### config.mk
export PLATFORM = sky130hd
export DESIGN_NAME = chroma_dma_sequencer
export DESIGN_NICKNAME = d
export VERILOG_FILES = /design/src/rtl/chroma_dma_sequencer.sv
export SDC_FILE = /design/constraint.sdc
export NUM_CORES = 1
export LEC_CHECK = 0
export ABC_AREA = 1
export CELL_PAD_IN_SITES_DETAIL_PLACEMENT = 0
export CELL_PAD_IN_SITES_GLOBAL_PLACEMENT = 2
export CORE_MARGIN = 2
export CORE_UTILIZATION = 33
export CTS_BUF_LIST = sky130_fd_sc_hd__clkbuf_8 sky130_fd_sc_hd__clkbuf_16
export CTS_CLUSTER_DIAMETER = 80
export CTS_CLUSTER_SIZE = 12
export DETAILED_ROUTE_END_ITERATION = 12
export HOLD_SLACK_MARGIN = 0.06
export PLACE_DENSITY_LB_ADDON = 0.1
export SLEW_MARGIN = 20
export SYNTH_ARGS = -nofsm -noshare
export SYNTH_HDL_FRONTEND = slang
export SYNTH_SLANG_ARGS = --single-unit
### constraint.sdc
create_clock -name clk -period 32.6 [get_ports clk]
set_clock_uncertainty 0.15 [all_clocks]
set_input_delay 6.52 -clock clk [delete_from_list [all_inputs] [get_ports clk]]
set_output_delay 6.52 -clock clk [all_outputs]
set_load 0.05 [all_outputs]
### src/rtl/chroma_dma_sequencer.sv
// Splits a chroma conversion job into <=CHUNK_BYTES bursts and issues paired read/write mover requests per chunk.
// Next chunk issues 1 cycle after its predecessor's last output beat; requests hold until each mover accepts.
module chroma_dma_sequencer #(
    parameter int ADDR_WIDTH  = 64,
    parameter int LEN_WIDTH   = 32,
    parameter int CHUNK_BYTES = 128
) (
    input  logic                  clk,
    input  logic                  rst,
    input  logic                  cmd_valid,
    output logic                  cmd_ready,
    input  logic [ADDR_WIDTH-1:0] cmd_src,
    input  logic [ADDR_WIDTH-1:0] cmd_dst,
    input  logic [LEN_WIDTH-1:0]  cmd_len,
    output logic                  rd_valid,
    input  logic                  rd_ready,
    output logic [ADDR_WIDTH-1:0] rd_src,
    output logic [ADDR_WIDTH-1:0] rd_len,
    output logic                  wr_valid,
    input  logic                  wr_ready,
    output logic [ADDR_WIDTH-1:0] wr_dest,
    input  logic                  out_beat,
    output logic                  busy,
    output logic                  done,
    output logic                  err_overrun
);
    localparam int CNT_W = $clog2(CHUNK_BYTES / 4 + 1);
    localparam logic [LEN_WIDTH-1:0] CHUNK_L = LEN_WIDTH'(CHUNK_BYTES);

    typedef enum logic [1:0] {IDLE, ISSUE, WAIT, FINISH} state_t;

    state_t                state, state_nxt;
    logic [ADDR_WIDTH-1:0] src, dst, src_nxt, dst_nxt;
    logic [LEN_WIDTH-1:0]  remaining, chunk_len, cmd_len_al, rem_after, next_chunk;
    logic [CNT_W-1:0]      count, count_nxt, expected;
    logic                  accept, chunk_end, in_chunk, beat_ok, overrun_beat, reqs_done;

    function automatic logic [LEN_WIDTH-1:0] clip(input logic [LEN_WIDTH-1:0] r);
        return (r > CHUNK_L) ? CHUNK_L : r;
    endfunction

    // Low 3 length bits are dropped: the movers only handle whole 8-byte words.
    assign cmd_len_al = cmd_len & ~LEN_WIDTH'(7);
    assign rem_after  = remaining - chunk_len;
    assign next_chunk = clip(rem_after);
    assign src_nxt    = src + ADDR_WIDTH'(chunk_len);
    assign dst_nxt    = dst + (ADDR_WIDTH'(chunk_len) << 1);
    // Each 8-byte 4:2:2 input word expands to two 8-byte 4:4:4 output words.
    assign expected   = CNT_W'(chunk_len >> 2);

    assign busy = (state == ISSUE) || (state == WAIT);
    assign done = (state == FINISH);

    always_comb begin
        state_nxt    = state;
        accept       = 1'b0;
        chunk_end    = 1'b0;
        cmd_ready    = (state == IDLE);
        in_chunk     = (state == ISSUE) || (state == WAIT);
        beat_ok      = out_beat && in_chunk && (count != expected);
        overrun_beat = out_beat && !beat_ok;
        count_nxt    = count + CNT_W'(beat_ok);
        reqs_done    = (!rd_valid || rd_ready) && (!wr_valid || wr_ready);
        case (state)
            IDLE: begin
                if (cmd_valid) begin
                    accept    = 1'b1;
                    state_nxt = (cmd_len_al == '0) ? FINISH : ISSUE;
                end
            end
            ISSUE: begin
                if (reqs_done) begin
                    if (count_nxt == expected) chunk_end = 1'b1;
                    else                       state_nxt = WAIT;
                end
            end
            WAIT: begin
                if (count_nxt == expected) chunk_end = 1'b1;
            end
            FINISH: state_nxt = IDLE;
            default: state_nxt = IDLE;
        endcase
        if (chunk_end) state_nxt = (rem_after != '0) ? ISSUE : FINISH;
    end

    always_ff @(posedge clk or posedge rst) begin
        if (rst) begin
            state       <= IDLE;
            src         <= '0;
            dst         <= '0;
            remaining   <= '0;
            chunk_len   <= '0;
            count       <= '0;
            err_overrun <= 1'b0;
            rd_valid    <= 1'b0;
            wr_valid    <= 1'b0;
            rd_src      <= '0;
            rd_len      <= '0;
            wr_dest     <= '0;
        end else begin
            state <= state_nxt;
            count <= chunk_end ? '0 : count_nxt;

            if (accept)            err_overrun <= 1'b0;
            else if (overrun_beat) err_overrun <= 1'b1;

            if (accept) begin
                src       <= cmd_src;
                dst       <= cmd_dst;
                remaining <= cmd_len_al;
                chunk_len <= clip(cmd_len_al);
                count     <= '0;
            end else if (chunk_end) begin
                src       <= src_nxt;
                dst       <= dst_nxt;
                remaining <= rem_after;
                chunk_len <= next_chunk;
            end

            // Request outputs only change when a new chunk is launched, so they stay stable while valid.
            if (accept && (cmd_len_al != '0)) begin
                rd_valid <= 1'b1;
                wr_valid <= 1'b1;
                rd_src   <= cmd_src;
                rd_len   <= ADDR_WIDTH'(clip(cmd_len_al));
                wr_dest  <= cmd_dst;
            end else if (chunk_end && (rem_after != '0)) begin
                rd_valid <= 1'b1;
                wr_valid <= 1'b1;
                rd_src   <= src_nxt;
                rd_len   <= ADDR_WIDTH'(next_chunk);
                wr_dest  <= dst_nxt;
            end else begin
                if (rd_ready) rd_valid <= 1'b0;
                if (wr_ready) wr_valid <= 1'b0;
            end
        end
    end
endmodule

==> flow_summary.ini <==
[setup_path]
cp_max_fo = 100
reg2regPathDepth = 17
rrSetupSlack_ns = 26.64
cp.required_ns = 32.87
worstSetupEndpointType = flop
r2r_end = remaining[4]
crit_start = out_beat
rr_startpoint = chunk_len[4]
crit_path_max_incr_delay_ns = 0.62
path_class = input pin to flop
critical_path.slowest_cell = buf_4
crit_path_cell_trace = clkdlybuf4s50_1 -> inv_1 -> nor2_1 -> ha_1 -> ha_1 -> nand3_1 -> xor2_1 -> xor2_1 -> nor3_1 -> nand2_1 -> inv_1 -> nand2_4 -> nand2_8 -> inv_2 -> buf_4 -> o21ai_1
crit_path_start_kind = input pin
arrival_ns = 11.05

[clocking]
root_buffer = clkbuf_16
clk_path_buf_depth = 3
cts-resized-gates = 0
cts.clk_slew.worst_paths_ns = 0.06
cts_tree = yes
cts_setup_buffers = 0
cts_hold_buf = 0
cts.sinks = 363
cts_made_buffers = 39
h-tree-depth = 2
insertion_delay_ns = 0.58

[grt]
antenna_found_initial = 3
grt_pass1_wl_um = 161000
track_usage_pct = 25.8
use_met1_pct = 35.6
met3_usage_pct = 2.82
use_met2_pct = 43.5
grt_max_degree = 174
busiest_layer = met2
grt_pass1_vias = 25575
overflow = 0

[final_layout]
fillerInstances = 8616
finalNonFillerCells = 5276
final_area_um2 = 31300
syn_to_final_growth_pct = 20.1
final_nets = 4480
drive_gt1_share_pct = 3.10

[timing]
fmax_mhz = 92.8
finalHoldViolations = 0
rsz0062_at_grt = no
whs_ns = 0.320
setup_viol = 0
fin_crit_sh_pct = 33.1
tightest_slew_ns = 1.09
drv_slew = 0
setup_tns_ns = 0
finalCriticalPeriod_ns = 10.78
slew_headroom_pct = 27.3

[synth]
synth.most_common_cell = nand2_1
yosys.area.top_type = dfrtp_1
synth-compound-area-share_pct = 10.3
synth-async-reset-ratio_pct = 100
synth_edf_count = 0
avgSynthCellArea_um2 = 6.60
synth_mux_area_share_pct = 0
netlist_top_cells_area = dfrtp_1 (35%), nand2_1 (21%), inv_1 (6.8%), nand3_1 (5.6%), ha_1 (4.8%)
synth.distinct_cells = 50
synth_simple_gate_area_share_pct = 35.8
synthAdderAreaFrac_pct = 5.08
synth-main-ff-cell = dfrtp_1
yosys_warnings = 0
synth_seq_cells = 363
synth_common_cells = nand2_1 (1,493), inv_1 (471), dfrtp_1 (363), nor2_1 (325), nand3_1 (290)
yosys.area_share.xor_xnor_pct = 3.49
synth_top_family_by_area = simple AND/OR/NAND/NOR gates
synth.top_cell.area_share_pct = 34.8
seq_area_frac_synth_pct = 34.8
synth_area_um2 = 26100
syn-instance-count = 3950

[placement]
place_congestion = 0.933
portBuffers = 328
dpl.hpwl_um = 81300
dp_cells = 5219
place_area_um2 = 30100

[run]
drv_cap = 0

[drt]
drt-pass1-iter-count = 7
wirelength_um = 106000
vias = 25900
wl_per_cell_um = 20.1
drc_errors = 0
ant_nets = 0
via_per_inst = 4.91
drtIter0Drc = 1402

[die]
die_h_um = 285
design.core.area_um2 = 78600
die_area_um2 = 81300
io-pin-count = 364
rows = 103
initial_core_util_pct = 33.2
die_width_um = 285

[min_path]
hp-start = rd_src[43]
holdPathStages = 2
hp-class = flop to flop
whs_endpoint = rd_src[43]

[outcome]
outcome = complete, no violations

[power_and_ir_drop]
p_total_w = 0.00304
vdd_drop_max_uv = 44.3
power_density_nw_per_um2 = 96.9
leakagePower_nw = 15.3
-- cell type report --
| cell class | count | area (um2) | area share (%) |
|---|---|---|---|
| clock buffer | 44 | 1060 | 3.37 |
| timing repair buffer | 344 | 3430 | 10.9 |
| antenna | 3 | 7.51 | 0.0240 |
| clock inverter | 10 | 174 | 0.555 |
| multi-input combinational | 2971 | 14400 | 46.0 |
| sequential | 363 | 9080 | 29.0 |
| tap | 1050 | 1310 | 4.19 |
| inverter | 491 | 1860 | 5.94 |
-- critical path, delay by kind of cell --
family          cells  cell delay (ns)
fa+ha+maj           2             0.43
xor+xnor            2             0.39
buf+inv             5             1.84
compound gates      1             0.17
simple gates        6             1.65
-- cell usage in the layout, fill, tap and decap left out, drive strengths merged, types with 4 or more instances in the layout --
cell           Yosys  final
and2               7      7
a31oi              9      9
ha               101    101
xnor2             31     31
o221ai            39     39
nor2             333    333
conb               1     32
a21oi            120    120
or2                4      4
nor3              65     65
o21a               4      4
inv              487    488
o31ai              4      4
clkbuf            78     44
nor4              21     21
nand2           1517   1517
dfrtp            363    363
clkdlybuf4s50      0    328
bufinv             0      4
xor2              73     73
o21ai            160    160
nand3            292    292
o211ai            88     88
buf               78     16
a21o               6      6
o21bai             7      7
clkinv             4      8
nand4             36     36
nand3b             6      6
-- state kept, by name (all words and copies together) (netlist names) --
register,flops
err_overrun,1
rd_src,64
wr_valid,1
count,6
rd_valid,1
src,64
rd_len,32
state,2
remaining,32
wr_dest,64
dst,64
chunk_len,32
-- how the worst max path moves through the flow --
| stage | cells after the start | slack [ns] | endpoint |
|---|---|---|---|
| global route | 17 | 21.37 | rd_src[43] |
| CTS | 16 | 21.68 | wr_valid |
| detailed placement | 16 | 21.08 | wr_valid |
| global placement | 16 | 21.11 | wr_valid |
| floorplan | 1 | 15.85 | chunk_len[0] |
| finish | 16 | 21.82 | wr_valid |
-- routing by layer --
layer	routed length, um	part of all wire [%]
met5	0	0
met4	2250	2.1
met3	3750	3.5
met2	50000	47
met1	50000	47
-- through the flow --
stage	worst slack [ns]	util (%)
2_1_floorplan	15.85	-
3_3_place_gp	21.11	38.3
3_5_place_dp	21.08	38.3
4_1_cts	21.68	39.8
5_1_grt	21.37	39.8
6_report	21.82	39.8
-- power breakdown --
group	internal [W]	switching, W
clock network	0.000261	0.000203
logic	0.000546	0.00126
registers	0.000627	0.000137
-- cell families (layout without fill, tap and decap cells) --
logic type / Yosys count / count (layout)
flip-flops: 363 / 363
buffers and inverters: 647 / 889
AND/OR/NAND/NOR: 2285 / 2285
AO/OA/AOI/OAI: 446 / 446
adder cells (fa/ha/maj): 104 / 104
other: 1 / 35
XOR/XNOR: 104 / 104
Power figures use the tool's default switching activity.
